File: config.mk
export PLATFORM = sky130hd
export DESIGN_NAME = gmac_tx_chan_arbiter
export DESIGN_NICKNAME = d
export VERILOG_FILES = /design/src/rtl/gmac_tx_chan_arbiter.sv
export SDC_FILE = /design/constraint.sdc
export NUM_CORES = 1
export LEC_CHECK = 0
export BUFFER_PORTS_ARGS = -buffer_cell sky130_fd_sc_hd__buf_2
export CORE_ASPECT_RATIO = 0.9
export CORE_MARGIN = 10
export CORE_UTILIZATION = 40
export DETAILED_ROUTE_END_ITERATION = 16
export PLACE_DENSITY = 0.73
export RECOVER_POWER = 100
export SETUP_SLACK_MARGIN = 0.05
export SLEW_MARGIN = 20
export SYNTH_ARGS = -nofsm -noshare
export SYNTH_HDL_FRONTEND = slang
export SYNTH_SLANG_ARGS = --single-unit
File: constraint.sdc
create_clock -name clk125 -period 5 [get_ports clk125]
set_input_delay 0.75 -clock clk125 [delete_from_list [all_inputs] [get_ports clk125]]
set_output_delay 0.75 -clock clk125 [all_outputs]
set_load 0.05 [all_outputs]
File: src/rtl/gmac_tx_chan_arbiter.sv
// -----------------------------------------------------------------------------
// gmac_tx_chan_arbiter
// Round-robin transmit arbiter in front of the GMAC TX byte interface.
// Grants one of CH_NUM request/confirm channels at a time, forwards its beats
// with one cycle of latency, aborts a grant whose SoF never arrives, truncates
// over-long frames with an error-qualified EoF, and inserts an inter-frame gap.
//
// Ports
//   clk125      in   clock, all logic on rising edge
//   rst_n       in   asynchronous active-low reset
//   ReqIn       in   per-channel frame request (level)
//   ValIn       in   per-channel beat valid
//   SoFIn       in   per-channel first-beat marker
//   EoFIn       in   per-channel last-beat marker
//   DataIn      in   channel i data in DataIn[i*DW +: DW]
//   MacBusy     in   blocks the IDLE->GRANT transition only
//   ReqConfirm  out  one-hot single-cycle grant pulse
//   ValOut      out  output beat valid (registered)
//   SoFOut      out  output first beat
//   EoFOut      out  output last beat
//   ErrOut      out  qualifies EoFOut: frame was truncated
//   DataOut     out  output data
//   ActiveCh    out  currently granted channel
//   Busy        out  arbiter not idle
//   AbortCnt    out  saturating count of start timeouts + truncations
// -----------------------------------------------------------------------------
module gmac_tx_chan_arbiter #(
   parameter int CH_NUM     = 4,
   parameter int DW         = 8,
   parameter int MAX_LEN    = 1518,
   parameter int START_TO   = 64,
   parameter int IFG_CYCLES = 12,
   localparam int CW        = (CH_NUM > 1) ? $clog2(CH_NUM) : 1
) (
   input  logic                 clk125,
   input  logic                 rst_n,
   input  logic [CH_NUM-1:0]    ReqIn,
   input  logic [CH_NUM-1:0]    ValIn,
   input  logic [CH_NUM-1:0]    SoFIn,
   input  logic [CH_NUM-1:0]    EoFIn,
   input  logic [CH_NUM*DW-1:0] DataIn,
   input  logic                 MacBusy,
   output logic [CH_NUM-1:0]    ReqConfirm,
   output logic                 ValOut,
   output logic                 SoFOut,
   output logic                 EoFOut,
   output logic                 ErrOut,
   output logic [DW-1:0]        DataOut,
   output logic [CW-1:0]        ActiveCh,
   output logic                 Busy,
   output logic [15:0]          AbortCnt
);

   localparam int LW = $clog2(MAX_LEN + 1);
   localparam int TW = $clog2(START_TO + 1);
   localparam int GW = (IFG_CYCLES > 0) ? $clog2(IFG_CYCLES + 1) : 1;

   typedef enum logic [2:0] {
      S_IDLE, S_GRANT, S_WAIT_SOF, S_XFER, S_DRAIN, S_IFG
   } state_t;

   // With no gap configured a finished frame returns straight to IDLE.
   localparam state_t S_AFTER = (IFG_CYCLES == 0) ? S_IDLE : S_IFG;

   function automatic logic [15:0] sat_inc16(input logic [15:0] v);
      return (v == 16'hFFFF) ? v : v + 16'd1;
   endfunction

   state_t          r_state, w_state_nx;
   logic [CW-1:0]   r_sel, w_sel_nx;
   logic [CW-1:0]   r_ptr, w_ptr_nx;
   logic [CW-1:0]   w_pick, w_idx;
   logic [TW-1:0]   r_timer, w_timer_nx;
   logic [LW-1:0]   r_len, w_len_nx;
   logic [GW-1:0]   r_ifg, w_ifg_nx;
   logic [15:0]     r_abort, w_abort_nx;
   logic            w_abort_inc;
   logic            r_val_p1, r_sof_p1, r_eof_p1, r_err_p1;
   logic [DW-1:0]   r_data_p1;
   logic            w_val_nx, w_sof_nx, w_eof_nx, w_err_nx;
   logic [DW-1:0]   w_data_nx;
   logic            w_val, w_sof, w_eof;
   logic [DW-1:0]   w_din;

   // Only the granted channel is observed.
   assign w_val = ValIn[r_sel];
   assign w_sof = SoFIn[r_sel];
   assign w_eof = EoFIn[r_sel];

   always_comb begin
      w_din = '0;
      for (int i = 0; i < CH_NUM; i++) begin
         if (r_sel == CW'(i)) w_din = DataIn[i*DW +: DW];
      end
   end

   // Scan from farthest to nearest so the requester closest after ptr wins;
   // ptr itself is visited first and therefore has the lowest priority.
   always_comb begin
      w_pick = r_ptr;
      w_idx  = r_ptr;
      for (int i = CH_NUM; i >= 1; i--) begin
         w_idx = CW'((int'(r_ptr) + i) % CH_NUM);
         if (ReqIn[w_idx]) w_pick = w_idx;
      end
   end

   always_comb begin
      w_state_nx  = r_state;
      w_sel_nx    = r_sel;
      w_ptr_nx    = r_ptr;
      w_timer_nx  = r_timer;
      w_len_nx    = r_len;
      w_ifg_nx    = r_ifg;
      w_abort_inc = 1'b0;
      w_val_nx    = 1'b0;
      w_sof_nx    = 1'b0;
      w_eof_nx    = 1'b0;
      w_err_nx    = 1'b0;
      w_data_nx   = r_data_p1;
      case (r_state)
         S_IDLE: begin
            if (!MacBusy && (|ReqIn)) begin
               w_sel_nx   = w_pick;
               w_state_nx = S_GRANT;
            end
         end
         S_GRANT: begin
            w_timer_nx = '0;
            w_ptr_nx   = r_sel;
            w_state_nx = S_WAIT_SOF;
         end
         S_WAIT_SOF: begin
            if (w_val && w_sof) begin
               w_val_nx  = 1'b1;
               w_sof_nx  = 1'b1;
               w_data_nx = w_din;
               w_len_nx  = LW'(1);
               if (w_eof) begin
                  w_eof_nx   = 1'b1;
                  w_state_nx = S_AFTER;
               end else begin
                  w_state_nx = S_XFER;
               end
            end else if (r_timer == TW'(START_TO - 1)) begin
               w_abort_inc = 1'b1;
               w_state_nx  = S_AFTER;
            end else begin
               w_timer_nx = r_timer + 1'b1;
            end
         end
         S_XFER: begin
            if (w_val) begin
               w_val_nx  = 1'b1;
               w_data_nx = w_din;
               w_len_nx  = r_len + 1'b1;
               if (w_eof) begin
                  w_eof_nx   = 1'b1;
                  w_state_nx = S_AFTER;
               end else if (r_len == LW'(MAX_LEN - 1)) begin
                  // This beat reaches MAX_LEN: close the frame as truncated.
                  w_eof_nx    = 1'b1;
                  w_err_nx    = 1'b1;
                  w_abort_inc = 1'b1;
                  w_state_nx  = S_DRAIN;
               end
            end
         end
         S_DRAIN: begin
            if (w_val && w_eof) w_state_nx = S_AFTER;
         end
         S_IFG: begin
            if (r_ifg == GW'(IFG_CYCLES - 1)) w_state_nx = S_IDLE;
            else                              w_ifg_nx   = r_ifg + 1'b1;
         end
         default: w_state_nx = S_IDLE;
      endcase
      if ((w_state_nx == S_IFG) && (r_state != S_IFG)) w_ifg_nx = '0;
      w_abort_nx = w_abort_inc ? sat_inc16(r_abort) : r_abort;
   end

   always_ff @(posedge clk125 or negedge rst_n) begin
      if (!rst_n) r_state <= S_IDLE;
      else        r_state <= w_state_nx;
   end

   // Output stage: one register between the granted channel and the MAC.
   always_ff @(posedge clk125 or negedge rst_n) begin
      if (!rst_n) begin
         r_sel     <= '0;
         r_ptr     <= CW'(CH_NUM - 1);
         r_timer   <= '0;
         r_len     <= '0;
         r_ifg     <= '0;
         r_abort   <= '0;
         r_val_p1  <= 1'b0;
         r_sof_p1  <= 1'b0;
         r_eof_p1  <= 1'b0;
         r_err_p1  <= 1'b0;
         r_data_p1 <= '0;
      end else begin
         r_sel     <= w_sel_nx;
         r_ptr     <= w_ptr_nx;
         r_timer   <= w_timer_nx;
         r_len     <= w_len_nx;
         r_ifg     <= w_ifg_nx;
         r_abort   <= w_abort_nx;
         r_val_p1  <= w_val_nx;
         r_sof_p1  <= w_sof_nx;
         r_eof_p1  <= w_eof_nx;
         r_err_p1  <= w_err_nx;
         r_data_p1 <= w_data_nx;
      end
   end

   assign ReqConfirm = (r_state == S_GRANT) ? (CH_NUM'(1) << r_sel) : '0;
   assign ValOut     = r_val_p1;
   assign SoFOut     = r_sof_p1;
   assign EoFOut     = r_eof_p1;
   assign ErrOut     = r_err_p1;
   assign DataOut    = r_data_p1;
   assign ActiveCh   = r_sel;
   assign Busy       = (r_state != S_IDLE);
   assign AbortCnt   = r_abort;

endmodule

* Word level (Yosys, flattened, before mapping) *
Index checks and enable logic that the tools add are counted.

word-level totals
  register bits after elaboration = 57
  output and inout bits = 35
  input bits = 51

operators by class
  shift operators = 1
  reduce and logical (&&, ||, !) cells = 17
  add/sub/neg operators = 8
  muxes and demuxes = 61
  eq/ne operators = 19
  bitwise logic cells = 1
  magnitude comparators = 5

operators by type and width
  operator                 count
  $mux W8                  6
  $mux W3                  9
  $mux W11                 2
  $pmux W11 S2             1
  $mux W1                  20
  $pmux W3 S6              1
  $add A16 B1 Y16 const B  1
  $eq A16 B16 Y1 const B   1
  $mux W4                  4
  $pmux W8 S2              1
  $lt A2 B3 Y1 const B     5
  $bmux W1 S2              7
  $mux W7                  2
  $pmux W7 S2              1
  $add A11 B1 Y11 const B  1
  $eq A11 B11 Y1 const B   1
  $eq A3 B3 Y1 const B     3
  $mux W2                  4
  $ne A2 B2 Y1 const B     4
  $add A7 B1 Y7 const B    1
  $eq A7 B6 Y1 const B     1
  $eq A3 B2 Y1 const B     2
  $pmux W1 S2              3
  $reduce_and A2 Y1        3
  other kinds (19)         28

* Longest topological paths before layout *
Gate-level depths: netlist (run 1).

  depth after elaboration = 9
  depth in mapped cells = 9

* Worst setup path before layout (run 1) *
Ideal clock, no wire load.

  kind = register -> output
  start point = register r_sel[1] (netlist: ActiveCh[1])
  end point = output port ReqConfirm[2]
  data required time = 4.250 ns
  arrival = 2.416 ns
  setup slack = 1.834 ns
  cell stages (with the launch flop) = 4
  cells stage by stage = dfrtp_1 clkbuf_1 clkbuf_1 nor3b_1

between the ends
  word-level cells in the longest chain between the ends = 2

ends and longest elaborated chain
  item                      line  source
  start: declaration        70    logic [CW-1:0] r_sel, w_sel_nx;
  start signal: assignment  202   r_sel <= w_sel_nx;
  $shl A1 B2 Y4             216   assign ReqConfirm = (r_state == S_GRANT) ? (CH_NUM'(1) << r_sel) : '0;
  $mux W4                   216
  end: declaration          43    output logic [CH_NUM-1:0] ReqConfirm,

Every way passes these cells.

* Final worst setup path (run 1) *
  start point = register r_sel[0] (netlist: ActiveCh[0])
  end point = register r_abort[1] (netlist: AbortCnt[1])

between the ends
  word-level cells in the longest chain between the ends = 6
  elaborated cells on any way between the ends = 12
  those cells by class = mux (10); reduce/logical (2)

ends and longest elaborated chain
  item                                                   line        source
  $bmux W1 S2, on equally long branches                  88, 86, 87
  $mux W1, on equally long branches                      88, 86, 87
  $mux W1 / $logic_and A1 B1 Y1 (equally long branches)  157, 134
  $mux W1, on equally long branches                      153, 134
  $pmux W1 S2 *                                          121         case (r_state)
  $reduce_and A2 Y1 (no line) *                          -
  end signal: assignment                                 207         r_abort <= w_abort_nx;
  end: declaration                                       76          logic [15:0] r_abort, w_abort_nx;

Mark *: on every way between the ends. The rest lies on a longest branch, timed or not. The select of a mux whose other input is x is not followed.
A chain may end at the register's enable or synchronous reset.

==> results of run 1 <==
## layout by cell type, fill, tap and decap left out, types with 4 or more instances in the layout
cell type	n
inv_1	5
nor2_1	33
nand2_1	22
dfrtp_1	55
nand4_1	10
nor3_1	5
mux2_2	9
clkbuf_1	37
clkbuf_8	10
xor2_1	11
mux4_2	6
ha_1	5
nand3_1	20
mux4_1	5
buf_2	50
xnor2_1	19
o21ai_0	8
clkinv_2	4
and3_1	8
## layer usage
layer / global-route usage / wire [microns] / share of wire
met1: 0.158 / 3390 / 0.46
met2: 0.214 / 3500 / 0.48
met3: 0.0393 / 405 / 0.055
met4: 0.0385 / 62 / 0.0084
met5: 0 / 0 / 0
## worst max-delay path by stage
stage | startpoint | end | slack [ns]
3_5_place_dp | ActiveCh[0] | AbortCnt[1] | 1.70
6_report | ActiveCh[0] | AbortCnt[1] | 1.72
2_1_floorplan | ActiveCh[1] | ReqConfirm[2] | 1.83
5_1_grt | rst_n | AbortCnt[14] | 1.13
3_3_place_gp | ActiveCh[0] | AbortCnt[1] | 1.80
4_1_cts | ActiveCh[0] | AbortCnt[1] | 1.69
## state kept, by name, summed over array words and instances (netlist names)
| signal | count |
|---|---|
| AbortCnt | 16 |
| SoFOut | 1 |
| EoFOut | 1 |
| DataOut | 8 |
| ValOut | 1 |
| ErrOut | 1 |
| r_ifg | 4 |
| r_ptr | 2 |
| r_len | 11 |
| r_timer | 7 |
| ActiveCh | 2 |
| r_state | 3 |
## power groups by stage
stage / combinational [mW] / sequential (mW) / clock, mW
after detailed placement: 0.736 / 0.716 / 0
final: 0.711 / 0.710 / 0.355
after floorplan: 0.454 / 0.813 / 0
after CTS: 0.741 / 0.708 / 0.368
after global placement: 0.721 / 0.704 / 0
after global routing: 0.770 / 0.734 / 0.384
## stage by stage
stage                      util  instances
after global routing      0.501        459
after global placement    0.487        444
after detailed placement  0.487        444
after CTS                 0.510        459
after floorplan               -        275
final                     0.501        459
## final cells by class
cell class / instances / area [sq um] / area share
clock buffer: 11 / 141 / 0.0393
clock inverter: 4 / 20.0 / 0.00556
inverter: 5 / 18.8 / 0.00521
multi-input combinational: 203 / 1490 / 0.414
sequential: 57 / 1430 / 0.397
tap: 93 / 116 / 0.0323
timing repair buffer: 86 / 385 / 0.107
## cell families (layout without fill, tap and decap cells)
| logic type | count (synthesis) | after routing | synth area share |
|---|---|---|---|
| simple gates | 120 | 120 | 0.204 |
| buf+inv | 15 | 106 | 0.0225 |
| compound gates | 26 | 26 | 0.0597 |
| xor+xnor | 30 | 30 | 0.0876 |
| flops | 57 | 57 | 0.476 |
| fa+ha+maj | 5 | 5 | 0.0209 |
| mux | 22 | 22 | 0.129 |
==> impl_results.md, run 1 <==
- Failing checks: max-capacitance violations, max-slew violations
- Yosys top cell area share: 0.459
- Number of buffers inserted by hold repair at cts: 0
- Top fanout value on the critical path: 17
- Worst vdd rail ir drop: around 0.15 mV
- Vias after detailed routing: 2430
- Gate count after technology mapping: about 280
- Reg-to-reg critical path startpoint: ActiveCh[0]
- TritonCTS clock tree: done
- Share of power burned in registers: 0.400
- Cell with the largest stage delay on the worst path: dfrtp_1
- Portion of the post-synthesis area used by sequential elements: 0.476
- Highest achievable clock rate: a little over 300 MHz
- Wire length per cell after detailed routing: about 16 microns
- Remaining global-route overflow: 0
- Worst setup slack for register-to-register paths: approximately 1.7 ns
- Rows: 29
- Worst Hold End: AbortCnt[9]
- Clock network fraction of design power: 0.200
- Layout cell share with drive strength beyond 1: 0.224
- DP Wirelength: about 5600 microns
- Number of gates on the worst path with buffers counted: 5
- Slew margin rel.: -1.02
- Worst min path class: flip-flop to flip-flop
- Endpoint kind of the worst setup timing path: flip-flop
- Leading post-synthesis cells by cell area: dfrtp_1 (46%), xnor2_1 (5.5%), mux4_2 (4.5%)
- Fin Setup TNS: 0 ns
- Total of endpoints with negative setup slack in the final report: 0
- Predominant post-synthesis flop cell: dfrtp_1
- Area post-placement: approximately 3500 sq um
- Clk_skew: approximately 0.008 ns
- Vias per inst: approximately 5.3
- Setup crit start kind: flip-flop
- Fin crit period: approximately 3.3 ns
- Via count of the first global-routing pass: 2438
- Endpoints failing hold: 0
- Max Cap Viol: 1
- # H-tree levels: 3
- # clock sinks: 57
- Slew at the pin with the worst max-slew slack: 3.03 ns
- Fraction of synthesis flops using an asynchronous set or reset pin: 1.00
- Int Power: slightly above 1 mW
- Run status: finished with violations
- Total leakage power: ~1.6 nW
- Total power of the final layout: between 1.5 and 2 mW
- Maximum root-to-sink buffer count: 2
- FF+latch count, synth: 57
- Starting density of the core: 0.417
- Destination of the worst register-to-register timing path: AbortCnt[1]
- Weighted congestion at the end of routability-driven global placement: 0.841
- I/O Pins: 86
- Arrival time at the worst endpoint: 3.50 ns
- Synthesized area per cell: 10.9 sq um
- Number of buffers created by CTS: 9
- Most common cell in the netlist: dfrtp_1
- Inserted Diodes: 0
- Largest net degree at the start of global routing: between 50 and 60
- Slowest Stage Delay on Critical Path: just over 0.8 ns
- Number of warning messages in the yosys log: 0
- Net switching component of the power: 0.767 mW
- Hold WS: between 0.4 and 0.5 ns
- Net switching fraction of the power: 0.432
- Clk root buf: clkbuf_8
- Gates resized, CTS repair: 0
- Clk slew on worst S/H paths: 0.06 ns
- RSZ-0062 raised after global routing: false
- Worst path bufs/invs: 0
- Cell family contributing the most delay on the critical path: multiplexers
- Number of detailed-routing iterations run before antenna repair: 4
- Hold path startpoint: AbortCnt[9]
- Worst setup slack before clock tree synthesis: between 1.5 and 2 ns
- # port buffers: between 80 and 90
- Worst EP required: around 5.2 ns
- Initial detailed-routing violation count: ~100
- Die boundary width: roughly 110 microns
- Filler cell count in the final layout: 690
- Number of cells on the worst reg-to-reg path: 5
- Layout overhead on the synthesized area: 20.1%
- Most frequent cells after synthesis: dfrtp_1 (55), nor2_1 (33), nand2_1 (22)
- Worst skew pair latency: ~0.33 ns
- Portion of total power attributed to combinational logic: 0.400
- Period Utilization, post-route: 0.656
- Initial antenna violation count: 0
- Number of enable-type register cells in the synthesized netlist: 0
- Post-route cell area: approximately 3600 sq um
- DR DRC count: 0
- Distinct cells, synth: 47
- Synthesized cell area: 3000 sq um
- Cell taking the most area after synthesis: dfrtp_1
- Final Routed Wirelength: roughly 7400 microns
- Final setup slack of the worst path: roughly 1.7 ns
- Total power per unit cell area: around 490 nW/um^2
- Placeable core region: slightly above 7000 sq um
- Die outline height: roughly 100 microns
- First-pass GRT wire length: approximately 12000 microns
- Worst Path Class, Setup: flip-flop to flip-flop
- Number of buffers added for setup after CTS: 0
- Count of nets after finishing: around 420
- Synthesized Nets: approximately 330
- Cell chain of the critical path: mux4_2, or4_1, o22ai_1, o31a_1, mux2_2
- Antenna violation net count after detailed routing: 0
- Total global-route track usage: 0.128
- WHS Path Cells: 1
- Slew Viols, Final: between 50 and 60
- DIE AREA: between 10000 and 15000 sq um
(Power assumes the default switching activity.)
==> inputs of run 2 (changes only) <==
PLACE_DENSITY = 0.76   (was 0.73)
clock period = 3 ns   (was 5 ns; I/O delays follow)
==> run 2 against run 1 <==
  * The flow now finishes without violations
  * Sequential share of layout area fell by 0.76 points
  * Clock skew is 0.00061 ns higher
  * Non-clock buffer count up 6
  * Flip-flop and latch count stayed put
  * Cell count grew 1.3%
  * Maximum frequency is 18% higher
  * Critical endpoint unchanged
  * Largest cell class unchanged
==> impl_results.md, run 2 (same netlist as run 1, synthesis figures left out) <==
- Max Cap Viol: 0 (was 1)
- Total global-route track usage: 0.128 (about the same)
- Maximum root-to-sink buffer count: 2 (unchanged)
- Inserted Diodes: 0 (unchanged)
- Final Routed Wirelength: 7240 microns (was 7360 microns)
- Vias after detailed routing: 2440 (was 2430)
- Filler cell count in the final layout: 671 (was 690)
- Vias per inst: 5.25 (was 5.29)
- Number of buffers inserted by hold repair at cts: 0 (unchanged)
- Total power per unit cell area: 833 nW/um^2 (was 493 nW/um^2)
- Top fanout value on the critical path: 16 (was 17)
- Period Utilization, post-route: 0.926 (was 0.656)
- Starting density of the core: 0.417 (unchanged)
- # H-tree levels: 3 (unchanged)
- Arrival time at the worst endpoint: 2.99 ns (was 3.50 ns)
- Slew at the pin with the worst max-slew slack: 1.38 ns (was 3.03 ns)
- TritonCTS clock tree: done (unchanged)
- Post-Route Utilization: 0.511 (was 0.501)
- Number of buffers created by CTS: 9 (unchanged)
- Area taken by multi-input logic gates: 1500 sq um (was 1490 sq um)
- Most common library cell in the layout ignoring fill and taps: dfrtp_1 (unchanged)
- Remaining global-route overflow: 0 (unchanged)
- Worst min path class: flip-flop to flip-flop (unchanged)
- Commonest cells after routing, fill and taps aside: dfrtp_1 (55), buf_2 (50), clkbuf_1 (38), nor2_1 (33), nand2_1 (22) (was dfrtp_1 (55), buf_2 (50), clkbuf_1 (37), nor2_1 (33), nand2_1 (22))
- Slew Viols, Final: 0 (was 58)
- Run status: completed (was finished with violations)
- Initial detailed-routing violation count: 92 (was 103)
- Via count of the first global-routing pass: 2477 (was 2438)
- DIE AREA: 11400 sq um (unchanged)
- Die outline height: 102 microns (unchanged)
- Initial antenna violation count: 0 (unchanged)
- RSZ-0062 raised after global routing: false (unchanged)
- Reg-to-reg critical path startpoint: ActiveCh[0] (unchanged)
- Hold path startpoint: AbortCnt[13] (was AbortCnt[9])
- Worst setup path startpoint: ActiveCh[0] (unchanged)
- Worst EP required: 3.21 ns (was 5.22 ns)
- Slowest Stage Delay on Critical Path: 0.65 ns (was 0.82 ns)
- Rows: 29 (unchanged)
- Weighted congestion at the end of routability-driven global placement: 0.822 (was 0.841)
- Max reg flops: 16 (unchanged)
- Worst Path Class, Setup: flip-flop to flip-flop (unchanged)
- Total leakage power: 1.67 nW (was 1.63 nW)
- Clk_skew: 0.00842 ns (was 0.00781 ns)
- Worst path bufs/invs: 1 (was 0)
- I/O Pins: 86 (unchanged)
- Hold WS: 0.487 ns (was 0.497 ns)
- Cell with the largest stage delay on the worst path: mux4_1 (was dfrtp_1)
- Worst vdd rail ir drop: 0.285 mV (was 0.154 mV)
- Total power of the final layout: 3.06 mW (was 1.78 mW)
- Worst skew pair latency: 0.33 ns (about the same)
- Fin Setup TNS: 0 ns (unchanged)
- Layout cell share with drive strength beyond 1: 0.239 (was 0.224)
- Highest achievable clock rate: 360 MHz (was 305 MHz)
- Number of detailed-routing iterations run before antenna repair: 4 (unchanged)
- Total of endpoints with negative setup slack in the final report: 0 (unchanged)
- Endpoint kind of the worst setup timing path: flip-flop (unchanged)
- Die boundary width: 111 microns (unchanged)
- Count of nets after finishing: 424 (was 418)
- # clock sinks: 57 (unchanged)
- Flip-flop and latch area: 1430 sq um (unchanged)
- Endpoints failing hold: 0 (unchanged)
- Largest net degree at the start of global routing: 58 (unchanged)
- Setup crit start kind: flip-flop (unchanged)
- Layout overhead on the synthesized area: 22.4% (was 20.1%)
- Clk root buf: clkbuf_8 (unchanged)
- DR DRC count: 0 (unchanged)
- Antenna violation net count after detailed routing: 0 (unchanged)
- Cell chain of the critical path: buf_4, mux4_1, and2_0, o22ai_1, o31a_1, mux2_2 (was mux4_2, or4_1, o22ai_1, o31a_1, mux2_2)
- # port buffers: 85 (unchanged)
- Placeable core region: 7180 sq um (unchanged)
- First-pass GRT wire length: 11900 microns (was 12100 microns)
- Cell family contributing the most delay on the critical path: multiplexers (unchanged)
- Wire length per cell after detailed routing: 15.6 microns (was 16.0 microns)
- DP Wirelength: 5580 microns (was 5640 microns)
- Slew margin rel.: 0.0768 (was -1.02)
- Fin crit period: 2.78 ns (was 3.28 ns)
- Clk slew on worst S/H paths: 0.07 ns (was 0.06 ns)
## run 2: routing by layer
layer / track usage / routed length, microns / vias to the layer above
met2: 0.211 / 3380 / 69
li1: - / - / 1186
met4: 0.0415 / 46 / 0
met3: 0.0486 / 452 / 5
met5: 0 / 0 / -
met1: 0.152 / 3350 / 1180
## run 2: area by class of cell
cell class | count | area share
Sequential cell | 57 | 0.389
Clock inverter | 2 | 0.00341
Clock buffer | 13 | 0.0460
Tap cell | 93 | 0.0317
Multi-Input combinational cell | 203 | 0.409
Inverter | 5 | 0.00511
Timing Repair Buffer | 92 | 0.116
## run 2: timing repair
action,in CTS,in global routing
endpoints found under the setup margin,0,1
resized for setup,0,0
buffers inserted,0,2
## run 2: path summary, 6_finish.rpt
| path | cells past startpoint | endpoint | slack, ns |
|---|---|---|---|
| max | 6 | AbortCnt[1] | 0.22 |
| min | 1 | AbortCnt[13] | 0.49 |
| max reg2reg | 6 | AbortCnt[1] | 0.22 |
| min reg2reg | 1 | AbortCnt[13] | 0.49 |
| max in group asynchronous | 2 | AbortCnt[12] | 1.64 |
| min in group asynchronous | 2 | DataOut[1] | 0.51 |
## run 2: worst reg2reg max path, delay by kind of cell, from the launching register on
kind / cells / cell delay, ns
muxes: 2 / 1.04
and+or+nand+nor: 1 / 0.25
AOI/OAI and AO/OA: 2 / 0.74
buffers and inverters: 1 / 0.27
DFF: 1 / 0.37
## run 2: power breakdown
group,switching (mW),internal [mW]
combinational,0.854,0.453
sequential,0.154,0.951
clock,0.284,0.361
total,1.29,1.77
## run 2: metrics by stage
stage	setup slack (ns)	instances	area (sq um)
CTS	0.235	463	3710
global placement	0.169	448	3530
finish	0.223	465	3670
floorplan	0.134	275	3000
global route	0.0814	465	3670
detailed placement	0.101	448	3530
==> inputs of run 3 (changes only) <==
CTS_BUF_LIST = sky130_fd_sc_hd__clkbuf_8   (was default)
RECOVER_POWER = 25   (was 100)
==> run 3 against run 2 <==
  * Total power up 1.2%
  * Register-to-register slack improved by 0.02 ns
  * Non-clock buffer count unchanged
  * Via count about the same
  * Setup slack improved by 0.017 ns
  * Count of clock-buffer cells in the layout is 1 lower
  * Cell count stayed put
  * Cell area grew 1.4%
  * Global-route usage about the same
  * Maximum frequency grew 0.63%
  * Critical endpoint unchanged
  * Highest routed layer unchanged
==> impl_results.md, run 3 (same netlist as run 1, synthesis figures left out) <==
- # clock sinks: 57 (unchanged)
- Initial detailed-routing violation count: 105 (was 92)
- Commonest cells after routing, fill and taps aside: buf_2 (85), dfrtp_1 (55), nor2_1 (33), nand2_1 (22), nand3_1 (20) (was dfrtp_1 (55), buf_2 (50), clkbuf_1 (38), nor2_1 (33), nand2_1 (22))
- Max Cap Viol: 0 (unchanged)
- Layout overhead on the synthesized area: 24.2% (was 22.4%)
- # H-tree levels: 3 (unchanged)
- Endpoint kind of the worst setup timing path: flip-flop (unchanged)
- Highest achievable clock rate: 362 MHz (was 360 MHz)
- Final Routed Wirelength: 7260 microns (was 7240 microns)
- Arrival time at the worst endpoint: 2.97 ns (was 2.99 ns)
- Number of placed instances with taps included: 448 (unchanged)
- Total global-route track usage: 0.127 (was 0.128)
- Period Utilization, post-route: 0.920 (was 0.926)
- First-pass GRT wire length: 11900 microns (about the same)
- Cell family contributing the most delay on the critical path: multiplexers (unchanged)
- Placeable core region: 7180 sq um (unchanged)
- RSZ-0062 raised after global routing: false (unchanged)
- Slew at the pin with the worst max-slew slack: 1.38 ns (about the same)
- Layout cell share with drive strength beyond 1: 0.341 (was 0.239)
- Remaining global-route overflow: 0 (unchanged)
- Worst vdd rail ir drop: 0.287 mV (was 0.285 mV)
- Worst setup slack for register-to-register paths: 0.24 ns (was 0.22 ns)
- Rows: 29 (unchanged)
- Fin crit period: 2.76 ns (was 2.78 ns)
- Setup crit start kind: flip-flop (unchanged)
- Vias after detailed routing: 2438 (was 2440)
- Initial antenna violation count: 0 (unchanged)
- TritonCTS clock tree: done (unchanged)
- Total of endpoints with negative setup slack in the final report: 0 (unchanged)
- Worst skew pair latency: 0.33 ns (about the same)
- Inserted Diodes: 0 (unchanged)
- Non-filler instance count after layout: 465 (unchanged)
- Number of buffers created by CTS: 9 (unchanged)
- Cell chain of the critical path: mux4_2, or4_4, o22ai_1, o31a_1, mux2_2 (was buf_4, mux4_1, and2_0, o22ai_1, o31a_1, mux2_2)
- Clk_skew: 0.00820 ns (was 0.00842 ns)
- DR DRC count: 0 (unchanged)
- # port buffers: 85 (unchanged)
- I/O Pins: 86 (unchanged)
- Wire length per cell after detailed routing: 15.6 microns (about the same)
- Via count of the first global-routing pass: 2475 (was 2477)
- Fin Setup TNS: 0 ns (unchanged)
- Clk slew on worst S/H paths: 0.07 ns (about the same)
- DIE AREA: 11400 sq um (unchanged)
- Cell with the largest stage delay on the worst path: mux4_2 (was mux4_1)
- Worst EP required: 3.22 ns (was 3.21 ns)
- Total power per unit cell area: 831 nW/um^2 (was 833 nW/um^2)
- Number of buffers inserted by hold repair at cts: 0 (unchanged)
- Post-route cell area: 3720 sq um (was 3670 sq um)
- Slew Viols, Final: 0 (unchanged)
- Max reg flops: 16 (unchanged)
- Worst Path Class, Setup: flip-flop to flip-flop (unchanged)
- Total leakage power: 1.81 nW (was 1.67 nW)
- Worst min path class: flip-flop to flip-flop (unchanged)
- Area post-placement: 3530 sq um (unchanged)
- Maximum root-to-sink buffer count: 2 (unchanged)
- Die outline height: 102 microns (unchanged)
- Filler cell count in the final layout: 658 (was 671)
- Top fanout value on the critical path: 11 (was 16)
- Antenna violation net count after detailed routing: 0 (unchanged)
- Count of nets after finishing: 424 (unchanged)
- Slew margin rel.: 0.0770 (was 0.0768)
- Die boundary width: 111 microns (unchanged)
- Vias per inst: 5.24 (was 5.25)
- Number of detailed-routing iterations run before antenna repair: 4 (unchanged)
- Post-Route Utilization: 0.518 (was 0.511)
- Area taken by multi-input logic gates: 1500 sq um (about the same)
- Run status: completed (unchanged)
- Slowest Stage Delay on Critical Path: 0.58 ns (was 0.65 ns)
- Starting density of the core: 0.417 (unchanged)
- Worst path bufs/invs: 0 (was 1)
- Clk root buf: clkbuf_8 (unchanged)
- Most common library cell in the layout ignoring fill and taps: buf_2 (was dfrtp_1)
- Endpoints failing hold: 0 (unchanged)
- Largest net degree at the start of global routing: 58 (unchanged)
- Weighted congestion at the end of routability-driven global placement: 0.822 (unchanged)
- Flip-flop and latch area: 1430 sq um (unchanged)
- DP Wirelength: 5580 microns (unchanged)
[run 3: cell types whose count changed in the layout (fill, tap and decap cells not counted), sizes merged]
cell | previous run | this run
buf | 53 | 91
clkbuf | 52 | 13
inv | 5 | 6
[run 3: cell type report]
class,count,area share
Multi-Input combinational cell,203,0.404
Sequential cell,57,0.384
Timing Repair Buffer,92,0.128
Clock buffer,12,0.0444
Tap cell,93,0.0313
Inverter,5,0.00504
Clock inverter,3,0.00437
[run 3: where the power goes]
part / switching, mW / leakage (nW) / total, mW / internal (mW)
clock network: 0.285 / 0.0957 / 0.643 / 0.358
logic: 0.853 / 0.963 / 1.35 / 0.494
registers: 0.152 / 0.754 / 1.10 / 0.951
[run 3: final timing paths]
path | startpoint | to | depth (start not counted)
min reg2reg | AbortCnt[13] | AbortCnt[13] | 1
min | AbortCnt[13] | AbortCnt[13] | 1
max in group asynchronous | rst_n | r_len[3] | 2
max reg2reg | ActiveCh[0] | AbortCnt[1] | 5
min in group asynchronous | rst_n | DataOut[1] | 2
max | ActiveCh[0] | AbortCnt[1] | 5
[run 3: metrics by stage]
stage	setup slack [ns]	hold slack, ns	power, mW
2_1_floorplan	0.134	0.154	2.11
3_3_place_gp	0.169	0.475	2.42
3_5_place_dp	0.101	0.479	2.46
4_1_cts	0.235	0.275	3.10
5_1_grt	0.115	0.522	3.28
6_report	0.240	0.481	3.09
[run 3: timing repair]
action,CTS,global route
gates resized for setup,0,0
buffers inserted,0,2
endpoints found under the setup margin,0,1
[run 3: per-layer routing]
metal / share of wire / track usage / vias to the layer above
li1: - / - / 1185
met1: 0.45 / 0.151 / 1167
met2: 0.46 / 0.211 / 81
met3: 0.078 / 0.0486 / 5
met4: 0.0062 / 0.0415 / 0
met5: 0 / 0 / -
